--- src/rtl/layer_compositor_pkg.sv ---
// Shared types and constants for the sprite-layer compositor: FSM states,
// the ROM-latency tag carried alongside each fetch, and default palette keys.
package layer_compositor_pkg;

  localparam int X_W            = 10;
  localparam int DEF_TRANSP_IDX = 0;
  localparam int DEF_BG_IDX     = 1;

  typedef enum logic [1:0] {
    IDLE  = 2'd0,
    FILL  = 2'd1,
    DRAIN = 2'd2,
    DONE  = 2'd3
  } state_t;

  typedef struct packed {
    logic           valid;
    logic           hit;
    logic [X_W-1:0] x;
  } tag_t;

  localparam tag_t TAG_NONE = '{valid: 1'b0, hit: 1'b0, x: '0};

endpackage

--- src/rtl/layer_compositor_priority_sel.sv ---
// Fixed-priority layer picker: the lowest-index layer with its hit flag set
// wins and its ROM address is forwarded; no hit yields address 0.
module layer_priority_sel #(
  parameter int NUM_LAYERS = 4,
  parameter int ADDR_W     = 18
) (
  input  logic [NUM_LAYERS-1:0]        layer_on,
  input  logic [NUM_LAYERS*ADDR_W-1:0] layer_addr,
  output logic                         hit,
  output logic [ADDR_W-1:0]            addr
);

  // NOTE: every output gets a default before the loop, so no path through
  // this block leaves a value unassigned and no latch is inferred.
  always_comb begin
    hit  = 1'b0;
    addr = '0;
    // Walk from the lowest priority upwards so layer 0 overwrites last.
    for (int i = NUM_LAYERS - 1; i >= 0; i--) begin
      if (layer_on[i]) begin
        hit  = 1'b1;
        addr = layer_addr[i*ADDR_W +: ADDR_W];
      end
    end
  end

endmodule

--- src/rtl/layer_compositor.sv ---
// Composites one line of sprite pixels into a ping-pong line buffer: fetches
// the winning layer's ROM index per column and writes it after ROM_LAT cycles.
module layer_compositor
  import layer_compositor_pkg::*;
#(
  parameter int NUM_LAYERS = 4,
  parameter int ADDR_W     = 18,
  parameter int IDX_W      = 4,
  parameter int LINE_W     = 640,
  parameter int ROM_LAT    = 2,
  parameter int TRANSP_IDX = DEF_TRANSP_IDX,
  parameter int BG_IDX     = DEF_BG_IDX
) (
  input  logic                         row_Clk,
  input  logic                         Reset,
  input  logic                         line_start,
  output logic [X_W-1:0]               cur_x,
  input  logic [NUM_LAYERS-1:0]        layer_on,
  input  logic [NUM_LAYERS*ADDR_W-1:0] layer_addr,
  output logic [ADDR_W-1:0]            rom_addr,
  input  logic [IDX_W-1:0]             rom_data,
  output logic                         wr_en,
  output logic [X_W-1:0]               wr_x,
  output logic [IDX_W-1:0]             wr_data,
  output logic                         buf_sel,
  output logic                         busy,
  output logic                         done,
  output logic                         overrun
);

  localparam int             CNT_W  = $clog2(ROM_LAT + 1);
  localparam logic [X_W-1:0] LAST_X = X_W'(LINE_W - 1);

  state_t           state, state_nxt;
  logic [X_W-1:0]   x_q, x_nxt;
  logic             buf_q, buf_nxt;
  logic             ovr_q, ovr_nxt;
  logic [CNT_W-1:0] drain_cnt, drain_cnt_nxt;

  logic              sel_hit;
  logic [ADDR_W-1:0] sel_addr;
  tag_t              push_tag;
  tag_t              out_tag;
  tag_t              pipe [ROM_LAT];

  layer_priority_sel #(
    .NUM_LAYERS (NUM_LAYERS),
    .ADDR_W     (ADDR_W)
  ) u_priority_sel (
    .layer_on   (layer_on),
    .layer_addr (layer_addr),
    .hit        (sel_hit),
    .addr       (sel_addr)
  );

  // NOTE: sequential state is updated with non-blocking assignments only, so
  // every register samples the pre-edge value of every other register.
  always_ff @(posedge row_Clk or posedge Reset) begin
    if (Reset) begin
      state     <= IDLE;
      x_q       <= '0;
      buf_q     <= 1'b0;
      ovr_q     <= 1'b0;
      drain_cnt <= '0;
    end else begin
      state     <= state_nxt;
      x_q       <= x_nxt;
      buf_q     <= buf_nxt;
      ovr_q     <= ovr_nxt;
      drain_cnt <= drain_cnt_nxt;
    end
  end

  always_comb begin
    state_nxt     = state;
    x_nxt         = x_q;
    buf_nxt       = buf_q;
    drain_cnt_nxt = drain_cnt;
    push_tag      = TAG_NONE;
    // A request that arrives outside IDLE is dropped but remembered.
    ovr_nxt       = ovr_q | (line_start && (state != IDLE));

    case (state)
      IDLE: begin
        if (line_start) begin
          x_nxt     = '0;
          buf_nxt   = ~buf_q;
          state_nxt = FILL;
        end
      end
      FILL: begin
        push_tag = '{valid: 1'b1, hit: sel_hit, x: x_q};
        if (x_q == LAST_X) begin
          drain_cnt_nxt = '0;
          state_nxt     = DRAIN;
        end else begin
          x_nxt = x_q + 1'b1;
        end
      end
      DRAIN: begin
        if (drain_cnt == CNT_W'(ROM_LAT - 1)) begin
          state_nxt = DONE;
        end else begin
          drain_cnt_nxt = drain_cnt + 1'b1;
        end
      end
      DONE: begin
        x_nxt     = '0;
        state_nxt = IDLE;
      end
      default: state_nxt = IDLE;
    endcase
  end

  // NOTE: the tag pipeline is a reset flop chain rather than a RAM, because a
  // stale valid bit surviving Reset would produce a spurious line-buffer write.
  always_ff @(posedge row_Clk or posedge Reset) begin
    if (Reset) begin
      for (int i = 0; i < ROM_LAT; i++) pipe[i] <= TAG_NONE;
    end else begin
      pipe[0] <= push_tag;
      for (int i = 1; i < ROM_LAT; i++) pipe[i] <= pipe[i-1];
    end
  end

  assign out_tag = pipe[ROM_LAT-1];

  // The tag emerges in the same cycle as the ROM data it describes.
  always_comb begin
    wr_data = '0;
    if (out_tag.valid) begin
      wr_data = (out_tag.hit && (rom_data != IDX_W'(TRANSP_IDX))) ? rom_data
                                                                  : IDX_W'(BG_IDX);
    end
  end

  assign wr_en    = out_tag.valid;
  assign wr_x     = out_tag.x;
  assign rom_addr = (state == FILL) ? sel_addr : '0;
  assign cur_x    = x_q;
  assign buf_sel  = buf_q;
  assign busy     = (state == FILL) || (state == DRAIN);
  assign done     = (state == DONE);
  assign overrun  = ovr_q;

endmodule

--- config.mk ---
export PLATFORM = sky130hd
export DESIGN_NAME = layer_compositor
export DESIGN_NICKNAME = d
export VERILOG_FILES = /design/src/rtl/layer_compositor_pkg.sv /design/src/rtl/layer_compositor_priority_sel.sv /design/src/rtl/layer_compositor.sv
export SDC_FILE = /design/constraint.sdc
export NUM_CORES = 1
export LEC_CHECK = 0
export CORE_MARGIN = 1.5
export CORE_UTILIZATION = 36
export CTS_BUF_LIST = sky130_fd_sc_hd__clkbuf_8
export DETAILED_ROUTE_END_ITERATION = 6
export MAX_ROUTING_LAYER = met4
export PLACE_DENSITY = 0.79
export SLEW_MARGIN = 0
export SYNTH_ARGS = -nofsm -noshare
export SYNTH_HDL_FRONTEND = slang
export SYNTH_SLANG_ARGS = --single-unit
export TNS_END_PERCENT = 20
--- constraint.sdc ---
create_clock -name row_Clk -period 2.42 [get_ports row_Clk]
set_input_delay 0.726 -clock row_Clk [delete_from_list [all_inputs] [get_ports row_Clk]]
set_output_delay 0.726 -clock row_Clk [all_outputs]
set_load 0.02 [all_outputs]
Word-level counts from Yosys, hierarchy flattened

Cells that the tools add are included.

Add/sub/neg operators: 2
$mul: 0
Div/mod/pow operators: 0
Order comparisons: 0
Equality and inequality tests: 10
Shift operators: 0
Muxes and demuxes: 22
Bitwise logic cells: 2
Reduce and logical (&&, ||, !) cells: 12

Operators with widths:

| operator                                            | count |
|---|---|
| 2-to-1 mux 18 bit                                   | 5 |
| case mux 10 bit (3 select lines)                    | 1 |
| 2-to-1 mux 10 bit                                   | 2 |
| 2-to-1 mux 12 bit                                   | 1 |
| adder 10 x 1 -> 10 bit, second input constant       | 1 |
| equality test 10 bit, second input constant         | 1 |
| 2-to-1 mux 2 bit                                    | 5 |
| inequality test 2 bit, second input constant        | 5 |
| AND reduction 3 bit                                 | 3 |
| 2-to-1 mux 4 bit                                    | 2 |
| case mux 2 bit (4 select lines)                     | 1 |
| equality test 2 x 1 -> 1 bit, second input constant | 2 |
| equality test 2 bit, second input constant          | 2 |
| 2-to-1 mux 1 bit                                    | 4 |
| case mux 2 bit (2 select lines)                     | 1 |
| nonzero test 2 bit                                  | 2 |
| nonzero test 4 bit                                  | 1 |
| nonzero test 3 bit                                  | 1 |
| adder 2 x 1 -> 2 bit, second input constant         | 1 |
| logical AND 1 bit                                   | 2 |
| logical NOT 2 bit                                   | 1 |
| AND reduction 2 bit                                 | 1 |
| logical OR 1 bit                                    | 1 |
| inverter 1 bit                                      | 1 |
| bitwise OR 1 bit                                    | 1 |

Flip-flop bits (word level): 40
Bits in latches: 0
Memory bits (writable): 0
Memory bits (read-only): 0
Output and inout bits: 47
Memories kept: 0

Longest topological paths before layout

Gate-level depths: netlist (run 1).

Depth in word-level cells: 5
Mapped depth: 7
Depth with buffers taken out: 6

Cells and area by module

Synthesis (run 1) repeated with hierarchy kept, for this count alone.

Cells, all modules: 237
Area, all modules: 2398.6 um^2

By module, submodules not included:

| module             | times used | cells an instance | area an instance (um^2) | sequential area each (um^2) |
|---|---|---|---|---|
| layer_compositor   | 1          | 166               | 1838.0                  | 1001.0 |
| layer_priority_sel | 1          | 71                | 560.5                   | 0.0 |

Worst setup path before layout (run 1)

No wires, ideal clock.

Path type: input-to-output
From: input layer_on[2]
To: output rom_addr[10]
Arrival time: 1.788 ns
Data required time: 1.694 ns
Setup slack: -0.094 ns
Stages on the path: 5
Path through: clkbuf_1 -> buf_1 -> a22oi_1 -> o21ai_0 -> a22o_1

Longest elaborated chain between the ends: 4

Ends and longest elaborated chain:

| what                           | line                                | text |
|---|---|---|
| start: declaration             | layer_compositor.sv:18              | `input logic [NUM_LAYERS-1:0] layer_on,` |
| 2-to-1 mux 18 bit (3 in a row) | layer_compositor_priority_sel.sv:20 | `if (layer_on[i]) begin` |
| 2-to-1 mux 18 bit              | layer_compositor.sv:139             | `assign rom_addr = (state == FILL) ? sel_addr : '0;` |
| end: declaration               | layer_compositor.sv:20              | `output logic [ADDR_W-1:0] rom_addr,` |

No other way between the ends.

Final worst setup path (run 1)

From: input layer_addr[67]
To: output rom_addr[13]

Longest elaborated chain between the ends: 5

Ends and longest elaborated chain:

| what                           | line                                | text |
|---|---|---|
| start: declaration             | layer_compositor.sv:19              | `input logic [NUM_LAYERS*ADDR_W-1:0] layer_addr,` |
| 2-to-1 mux 18 bit (4 in a row) | layer_compositor_priority_sel.sv:20 |  |
| 2-to-1 mux 18 bit              | layer_compositor.sv:139             |  |

No other way between the ends.

==> summary.md, run 1 <==
| Metric | Value |
|---|---|
| Status | `complete, but fails checks` |
| Violated checks | `negative setup slack` |
| Commonest non-fill, non-tap cell in the layout | `clkdlybuf4s50_1` |
| Critical path class | `in2out` |
| # nets final | `465` |
| Drt first-iter violations | `80` |
| CTS buffer count | `5` |
| Worst-Skew Late Latency | `0.29 ns` |
| Die ar. | `7060 sq um` |
| Post-Syn Area | `2360 sq um` |
| Sequential cell area | `1000 sq um` |
| CTS tree | `yes` |
| Depth of the worst register-to-register path | `5` |
| Clk sinks | `40` |
| # port buffers | `129` |
| Peak supply drop | `0.552 mV` |
| Worst Hold Depth | `0` |
| Remaining DRCs | `0` |
| Multi-input logic area | `1300 sq um` |
| Number of synthesis warnings | `0` |
| Fin crit share | `101%` |
| EDFF count, synth | `0` |
| Yosys cell types | `42` |
| Pin count of the biggest net entering global routing | `41` |
| Ys flop type | `dfrtp_1` |
| Clock-pin slew on the worst setup and hold paths | `0.07 ns` |
| Hold Fails Final Rpt | `0` |
| F_max | `409 MHz` |
| Power Density | `691 nW/um^2` |
| Cts hold-fix bufs | `0` |
| Mapped Avg Cell Area | `9.56 sq um` |
| WP data required | `1.69 ns` |
| I/O Pins | `130` |
| Placed cells | `441` |
| FFs w/ async S/R, synth | `100%` |
| Leakage | `1.92 nW` |
| Hpwl dp | `5330 um` |
| Post-Route WL | `8030 um` |
| Crit start category | `input pin` |
| CP Capture Type | `output port` |
| GPL Wtd Cong | `0.876` |
| FP Rows | `29` |
| Slew @ Worst Pin | `0.663 ns` |
| Die W | `84.0 um` |
| Slew HR | `55.3%` |
| Final instance area | `4090 sq um` |
| Worst setup margin | `-0.0279 ns` |
| All-Layer GR Usage | `21.0%` |
| Final Max Tran Viols | `0` |
| CORE AREA | `6350 sq um` |
| Deepest clock path buffer count | `2` |
| Non-Filler Instances | `453` |
| CTS HTree Levels | `2` |
| First-pass GRT wire length | `11,600 um` |
| Share of layout cells above drive strength 1 | `21.3%` |
| Flop and latch count out of synthesis | `40` |
| Overall Power | `0.00282 W` |
| Initial antenna violation count | `0` |
| Cells after Synth | `247` |
| Via density | `5.35` |
| Drt wl/cell | `17.7 um` |
| # diodes | `0` |
| Layout area overhead | `73.0%` |
| Sequential element share of the synthesized area | `42.4%` |
| Post-route clock skew | `0.00647 ns` |
| Die height | `84.0 um` |
| RSZ-0062 raised after global routing | `true` |
| Worst Hold Class | `reg2reg` |
| Placed inst area | `3750 sq um` |
| Synthesized Nets | `336` |
| Critical Path AT | `1.72 ns` |
| Total gr overflow | `0` |
| Fillers | `479` |
| Vias in the first global route | `2,350` |
| Initial DRT Pass Iterations | `4` |
| Most frequent cells in the layout | `clkdlybuf4s50_1, dfrtp_1, nand2_1` |
| Vias | `2,424` |
| Post-route ant nets | `0` |
| Setup-failing EPs final | `6` |
| Crit path max fanout | `1` |
| Max cap viols | `0` |
| Placement Setup Slack | `-0.902 ns` |
| Clk root buf | `clkbuf_8` |
| Initial Util | `37.2%` |
| Final min period | `2.45 ns` |
==> power breakdown <==
group,switching (W),total [W],internal (W)
Sequential,0.0000768,0.000847,0.000770
Clock,0.000223,0.000418,0.000195
Combinational,0.000799,0.00156,0.000762
==> synth_stat cells, types with 2 or more instances <==
cell	instances	area share (%)
nor3_1	3	0.64
nand2b_1	2	0.53
o31ai_1	2	0.64
a21oi_1	9	1.9
ha_1	6	3.2
buf_1	2	0.32
o22ai_1	2	0.53
buf_4	10	3.2
nand2_1	26	4.1
o21ai_0	22	4.7
dfrtp_1	40	42
a22oi_1	18	5.7
clkbuf_1	9	1.4
nand4_1	4	1.1
and2_1	12	3.2
a22o_1	21	7.8
a2111oi_4	2	2.3
inv_1	9	1.4
and3_1	6	1.6
nor2_1	8	1.3
nor2b_1	3	0.79
nand3_1	5	1.1
buf_2	5	1.1
a221o_1	3	1.3
==> worst max-delay path: stages <==
cell and delay (ns):
clkdlybuf4s50_1 0.44, a22oi_2 0.15, o21ai_1 0.08, a22o_1 0.18, buf_4 0.15
==> area by class of cell <==
type                            count  area share (%)
Clock buffer                        5            1.68
Tap cell                           77            2.36
Sequential cell                    40            24.5
Timing Repair Buffer              148            38.5
Multi-Input combinational cell    172            31.8
Inverter                            9           0.827
Clock inverter                      2           0.306
==> logic make-up (layout without fill, tap and decap cells) <==
| group | count (synthesis) | count (layout) | share of synthesized area, % |
|---|---|---|---|
| AO/OA/AOI/OAI | 86 | 86 | 27.8 |
| adder cells (fa/ha/maj) | 6 | 6 | 3.18 |
| XOR/XNOR | 1 | 1 | 0.371 |
| buffers and inverters | 35 | 164 | 7.41 |
| multiplexers | 3 | 3 | 1.38 |
| AND/OR/NAND/NOR | 76 | 76 | 17.5 |
| flip-flops | 40 | 40 | 42.4 |
==> flip-flops by register name (all words and copies together) (netlist names) <==
| name | cells |
|---|---|
| wr_en | 1 |
| buf_sel | 1 |
| drain_cnt | 2 |
| out_tag | 1 |
| state | 2 |
| overrun | 1 |
| pipe | 12 |
| cur_x | 10 |
| wr_x | 10 |
==> repair_timing <==
action	4_1_cts	5_1_grt
setup buffers	0	0
pin swaps	19	37
endpoints found under the setup margin	23	22
cloned	3	2
resized for setup	146	69
==> metal layers <==
metal | up-vias | track usage [%] | share of wire (%)
met5 | - | - | 0
met4 | 0 | 9.24 | 4.2
met3 | 31 | 3.76 | 4.2
met2 | 88 | 31.2 | 50
met1 | 1142 | 28.3 | 42
li1 | 1163 | - | -
==> through the flow <==
| step | hold slack [ns] | utilization [%] | TNS [ns] |
|---|---|---|---|
| global route | 0.358 | 64.4 | -0.712 |
| global placement | 0.332 | 59.1 | -15.58 |
| detailed placement | 0.335 | 59.1 | -16.45 |
| CTS | 0.349 | 60.8 | -0.444 |
| finish | 0.349 | 64.4 | -0.0885 |
| floorplan | 0.331 | - | 0 |
==> path summary, 6_finish.rpt <==
| check | startpoint | end | slack [ns] |
|---|---|---|---|
| min in group asynchronous | Reset | pipe[20] | 0.85 |
| setup reg to reg | cur_x[0] | cur_x[7] | 0.46 |
| hold / removal | pipe[14] | wr_x[2] | 0.35 |
| setup / recovery | layer_addr[67] | rom_addr[13] | -0.03 |
| max in group asynchronous | Reset | pipe[16] | 1.24 |
| hold reg to reg | pipe[14] | wr_x[2] | 0.35 |
Power figures use the tool's default switching activity.
==> run 2, diff against run 1 <==
--- a/config.mk
+++ b/config.mk
@@ -5,10 +5,12 @@
 export SDC_FILE = /design/constraint.sdc
 export NUM_CORES = 1
 export LEC_CHECK = 0
+export CORE_ASPECT_RATIO = 1.1
 export CORE_MARGIN = 1.5
 export CORE_UTILIZATION = 36
 export CTS_BUF_LIST = sky130_fd_sc_hd__clkbuf_8
 export DETAILED_ROUTE_END_ITERATION = 6
+export GPL_TIMING_DRIVEN = 1
 export MAX_ROUTING_LAYER = met4
 export PLACE_DENSITY = 0.79
 export SLEW_MARGIN = 0
==> run 2 against run 1 <==
Setup slack improved by 0.0092 ns; critical path depth unchanged; sequential power decreased by 0.9%; clock skew increased by 0.0010 ns; critical path type unchanged; count of clock-buffer cells in the layout increased by 1; cell count increased by 1.1%; first-iteration DRC count increased by 5.0%; the run still ends with negative setup slack left; design area decreased by 0.12%.
==> summary.md, run 2 (synthesis gave the netlist of run 1 again) <==
| Metric | Value |
|---|---|
| Drt first-iter violations | `84` |
| Die ar. | `7060 sq um` |
| Worst r2r dst | `cur_x[7]` |
| Post-CTS Setup Bufs | `0` |
| First-pass GRT wire length | `10,800 um` |
| RSZ-0062 raised after global routing | `true` |
| CTS tree | `yes` |
| Clock-pin slew on the worst setup and hold paths | `0.07 ns` |
| Vias in the first global route | `2,250` |
| Crit start category | `input pin` |
| Reg with most FFs | `pipe` |
| Share of layout cells above drive strength 1 | `20.2%` |
| Worst-Skew Late Latency | `0.29 ns` |
| Fin util | `65.1%` |
| Crit path max fanout | `1` |
| Reg-to-reg slack, setup | `0.37 ns` |
| Setup-failing EPs final | `2` |
| Peak supply drop | `0.736 mV` |
| Layout area overhead | `72.8%` |
| Via density | `5.27` |
| Worst setup margin | `-0.0187 ns` |
| Fin crit share | `101%` |
| Commonest non-fill, non-tap cell in the layout | `clkdlybuf4s50_1` |
| Max cap viols | `0` |
| Post-Route WL | `7430 um` |
| Hpwl dp | `5270 um` |
| Clk root buf | `clkbuf_8` |
| Final instance area | `4080 sq um` |
| # nets final | `465` |
| Drt wl/cell | `16.2 um` |
| Slew HR | `67.8%` |
| Initial DRT Pass Iterations | `4` |
| Violated checks | `negative setup slack` |
| Hold Fails Final Rpt | `0` |
| Critical path class | `in2out` |
| Initial Util | `37.7%` |
| Remaining DRCs | `0` |
| Final min period | `2.44 ns` |
| F_max | `410 MHz` |
| Die height | `88.0 um` |
| Min-delay src | `pipe[20]` |
| Power Density | `694 nW/um^2` |
| All-Layer GR Usage | `19.9%` |
| CTS HTree Levels | `2` |
| Worst Hold Class | `reg2reg` |
| Vias | `2,413` |
| Final Max Tran Viols | `0` |
| CP Capture Type | `output port` |
| Status | `complete, but fails checks` |
| Worst Hold Depth | `0` |
| Deepest clock path buffer count | `2` |
| WP data required | `1.69 ns` |
| Die W | `80.2 um` |
| Critical Path AT | `1.71 ns` |
| Leakage | `1.93 nW` |
| Max reg flops | `12` |
| Placed inst area | `3780 sq um` |
| Most frequent cells in the layout | `clkdlybuf4s50_1, dfrtp_1, nand2_1` |
| Total gr overflow | `0` |
| Depth of the worst register-to-register path | `5` |
| Pin count of the biggest net entering global routing | `41` |
| Post-route clock skew | `0.00750 ns` |
| Hold EP | `wr_x[8]` |
| FP Rows | `30` |
| Non-Filler Instances | `458` |
| Setup TNS | `-0.0201 ns` |
| Placed cells | `447` |
| Slew @ Worst Pin | `0.483 ns` |
| GPL Wtd Cong | `0.785` |
| Initial antenna violation count | `0` |
| I/O Pins | `130` |
| R2R Path Start | `cur_x[0]` |
| Post-route ant nets | `0` |
| Clk sinks | `40` |
| # port buffers | `129` |
| CORE AREA | `6270 sq um` |
| Fillers | `497` |
| CTS buffer count | `5` |
==> run 2: cell types whose count changed in the layout (fill, tap and decap cells not counted), moves of 2 or more <==
cell             before  now
clkdlybuf4s50_1      72   70
dlygate4sd2_1         8   10
clkbuf_2              3    1
buf_6                21   24
==> run 2: repair_timing <==
item                                    4_1_cts  5_1_grt
gates cloned                                  2        0
pin swaps                                    26       36
hold buffers                                  0        0
gates resized for setup                     162       49
endpoints found under the setup margin       23       21
==> run 2: worst max-delay path by stage <==
| stage | from | endpoint | slack, ns | cells past startpoint |
|---|---|---|---|---|
| 2_1_floorplan | layer_on[2] | rom_addr[10] | 0.02 | 5 |
| 3_3_place_gp | layer_on[3] | rom_addr[16] | -0.82 | 7 |
| 3_5_place_dp | layer_on[3] | rom_addr[4] | -0.86 | 7 |
| 4_1_cts | layer_addr[44] | rom_addr[8] | -0.02 | 5 |
| 5_1_grt | layer_addr[48] | rom_addr[12] | -0.04 | 5 |
| 6_report | layer_addr[48] | rom_addr[12] | -0.02 | 5 |
==> run 2: final cells by class <==
class                           instances  area (sq um)  share of cell area, %
Multi-Input combinational cell        172          1280                   31.3
Clock buffer                            6          82.6                   2.02
Sequential cell                        40          1000                   24.5
Clock inverter                          2          15.0                  0.368
Tap cell                               80           100                   2.45
Timing Repair Buffer                  148          1570                   38.5
Inverter                                9          33.8                  0.828
Antenna cell                            1          2.50                 0.0613
==> run 2: layer usage <==
layer / GRT usage (%) / part of all wire, % / vias to the layer above
met2: 31.0 / 53 / 84
met4: 7.99 / 2.0 / 0
met3: 3.44 / 4.4 / 19
met5: - / 0 / -
li1: - / - / 1160
met1: 25.6 / 40 / 1150
==> run 2: where the power goes <==
group	switching (W)	internal, W
combinational	0.000771	0.000759
clock	0.000234	0.000231
sequential	0.0000694	0.000769
total	0.00108	0.00176
==> run 2: worst max-delay path: stages <==
cell and delay (ns):
clkdlybuf4s50_1 0.43, a22oi_2 0.16, o21ai_1 0.07, a22o_1 0.19, buf_6 0.13
==> run 2: per-stage QoR <==
stage | setup slack, ns | hold slack, ns | power, W
6_report | -0.0187 | 0.351 | 0.00283
5_1_grt | -0.0437 | 0.359 | 0.00301
4_1_cts | -0.0197 | 0.352 | 0.00283
3_5_place_dp | -0.857 | 0.335 | 0.00234
3_3_place_gp | -0.819 | 0.332 | 0.00231
2_1_floorplan | 0.0159 | 0.331 | 0.00166
==> run 3, diff against run 2 <==
--- a/config.mk
+++ b/config.mk
@@ -7,12 +7,12 @@
 export LEC_CHECK = 0
 export CORE_ASPECT_RATIO = 1.1
 export CORE_MARGIN = 1.5
-export CORE_UTILIZATION = 36
+export CORE_UTILIZATION = 43
 export CTS_BUF_LIST = sky130_fd_sc_hd__clkbuf_8
 export DETAILED_ROUTE_END_ITERATION = 6
 export GPL_TIMING_DRIVEN = 1
 export MAX_ROUTING_LAYER = met4
-export PLACE_DENSITY = 0.79
+export PLACE_DENSITY = 0.89
 export SLEW_MARGIN = 0
 export SYNTH_ARGS = -nofsm -noshare
 export SYNTH_HDL_FRONTEND = slang
==> constraint.sdc (replaced) <==
create_clock -name row_Clk -period 3.1 [get_ports row_Clk]
set_input_delay 0.93 -clock row_Clk [delete_from_list [all_inputs] [get_ports row_Clk]]
set_output_delay 0.93 -clock row_Clk [all_outputs]
set_load 0.02 [all_outputs]
==> run 3 against run 2 <==
The flow now finishes without violations; clock skew increased by 0.0035 ns; non-clock buffer count decreased by 7; worst hold slack about the same; critical path type unchanged; routed wire length decreased by 6.5%; count of clock-buffer cells in the layout decreased by 1; setup slack improved by 0.060 ns; critical path depth decreased by 2; sequential power decreased by 21%; critical endpoint is now wr_data[1]; largest cell class unchanged; utilization increased by 5.7 points.
==> summary.md, run 3 (synthesis gave the netlist of run 1 again) <==
| Metric | Value |
|---|---|
| Status | `finished clean` |
| Die ar. | `5950 sq um` |
| Clk root buf | `clkbuf_8` |
| Cts hold-fix bufs | `0` |
| Placed cells | `435` |
| Final Max Tran Viols | `0` |
| Leakage | `1.68 nW` |
| Hold Fails Final Rpt | `0` |
| Vias | `2,428` |
| Layout area overhead | `59.6%` |
| Peak supply drop | `0.290 mV` |
| Max cap viols | `0` |
| Setup TNS | `0 ns` |
| Post-Route WL | `6940 um` |
| Drt first-iter violations | `150` |
| Post-CTS Setup Bufs | `0` |
| Slowest stage delay, CP | `0.59 ns` |
| Slew @ Worst Pin | `0.673 ns` |
| Clock-pin slew on the worst setup and hold paths | `0.07 ns` |
| # port buffers | `129` |
| Placement Setup Slack | `-0.670 ns` |
| Initial DRT Pass Iterations | `4` |
| Worst-Skew Late Latency | `0.29 ns` |
| Reg with most FFs | `pipe` |
| Die W | `73.7 um` |
| Critical path, cell by cell | `clkdlybuf4s50_1, and3_1, clkdlybuf4s50_1` |
| CP Capture Type | `output port` |
| Slowest-stage cell, CP | `clkdlybuf4s50_1` |
| GPL Wtd Cong | `0.876` |
| CORE AREA | `5330 sq um` |
| WP data required | `2.17 ns` |
| Total gr overflow | `0` |
| Initial antenna violation count | `0` |
| Sw frac | `38.0%` |
| Sequential cell area | `1000 sq um` |
| Commonest non-fill, non-tap cell in the layout | `clkdlybuf4s50_1` |
| I/O Pins | `130` |
| Logic pwr share | `50.1%` |
| # diodes | `0` |
| Depth of the worst register-to-register path | `5` |
| Hold slack final | `0.351 ns` |
| Power Density | `568 nW/um^2` |
| Critical Path AT | `2.13 ns` |
| Initial Util | `44.4%` |
| CTS HTree Levels | `2` |
| Final min period | `3.06 ns` |
| Share of layout cells above drive strength 1 | `12.4%` |
| Drt wl/cell | `15.6 um` |
| Non-Filler Instances | `445` |
| Worst setup margin | `0.0410 ns` |
| Crit path max fanout | `2` |
| Fin util | `70.8%` |
| Via density | `5.46` |
| Setup-failing EPs final | `0` |
| Vias in the first global route | `2,360` |
| # nets final | `458` |
| Deepest clock path buffer count | `2` |
| Remaining DRCs | `0` |
| Sequential share of power | `30.8%` |
| CTS tree | `yes` |
| Crit start category | `input pin` |
| Max reg flops | `12` |
| Int Pwr | `0.00133 W` |
| Worst Hold Depth | `0` |
| All-Layer GR Usage | `23.7%` |
| Most frequent cells in the layout | `clkdlybuf4s50_1, dfrtp_1, nand2_1` |
| Clk sinks | `40` |
| CP dominant cell by count | `clkdlybuf4s50_1` |
| Worst Hold Class | `reg2reg` |
| Post-route ant nets | `0` |
| CTS buffer count | `5` |
| Fillers | `408` |
| Fin crit share | `98.7%` |
| First-pass GRT wire length | `10,600 um` |
| Slew HR | `54.7%` |
| Hpwl dp | `5200 um` |
| Clock power frac | `19.1%` |
| Switching power | `0.000815 W` |
| Pin count of the biggest net entering global routing | `41` |
| FP Rows | `28` |
| Multi-input logic area | `1200 sq um` |
| F_max | `327 MHz` |
| Post-route clock skew | `0.0110 ns` |
| RSZ-0062 raised after global routing | `true` |
| Die height | `80.7 um` |
| Critical path class | `in2out` |
run 3: changes by cell type in the layout (fill, tap and decap cells not counted), sizes merged, moves of 2 or more:
cell / previous run / this run
dlygate4sd2: 10 / 3
dlymetal6s2s: 24 / 2
clkbuf: 7 / 5
buf: 40 / 30
clkdlybuf4s50: 70 / 106
clkdlybuf4s15: 3 / 0
clkinvlp: 2 / 0
run 3: final timing paths:
check,end,start,slack [ns]
max,wr_data[1],rom_data[1],0.04
min,wr_x[2],pipe[14],0.35
max reg2reg,cur_x[7],cur_x[0],1.16
min reg2reg,wr_x[2],pipe[14],0.35
max in group asynchronous,wr_x[0],Reset,1.71
min in group asynchronous,pipe[18],Reset,1.05
run 3: final cells by class:
| cell class | instances | share of cell area, % |
|---|---|---|
| Clock buffer | 5 | 1.83 |
| Clock inverter | 3 | 1.03 |
| Inverter | 9 | 0.896 |
| Multi-Input combinational cell | 172 | 31.7 |
| Sequential cell | 40 | 26.6 |
| Tap cell | 75 | 2.49 |
| Timing Repair Buffer | 141 | 35.5 |
run 3: layer usage:
layer  global-route usage, %  routed length, um  part of all wire (%)
met1                    27.1               2670                    38
met2                    40.5               3660                    53
met3                    7.20                558                   8.0
met4                    6.11                 57                  0.82
met5                       -                  0                     0
run 3: stage by stage:
step	power [W]	area, sq um
after floorplan	0.00130	2360
after global placement	0.00175	3710
after detailed placement	0.00178	3710
after CTS	0.00215	3760
after global routing	0.00228	3770
final	0.00214	3770
run 3: worst max-delay path, delay by kind of cell:
family                 cells  cell delay [ns]
buffers and inverters      2             1.06
and+or+nand+nor            1             0.14
run 3: power groups by stage:
| stage | Combinational [W] | Sequential [W] | Clock, W |
|---|---|---|---|
| 2_1_floorplan | 0.000608 | 0.000688 | 0 |
| 3_3_place_gp | 0.00108 | 0.000667 | 0 |
| 3_5_place_dp | 0.00111 | 0.000671 | 0 |
| 4_1_cts | 0.00107 | 0.000660 | 0.000419 |
| 5_1_grt | 0.00117 | 0.000672 | 0.000434 |
| 6_report | 0.00107 | 0.000660 | 0.000410 |
run 3: timing repair:
action / CTS / global route
gates cloned: 2 / 0
pin swaps: 3 / 0
setup endpoints to repair: 19 / 14
resized for setup: 90 / 7
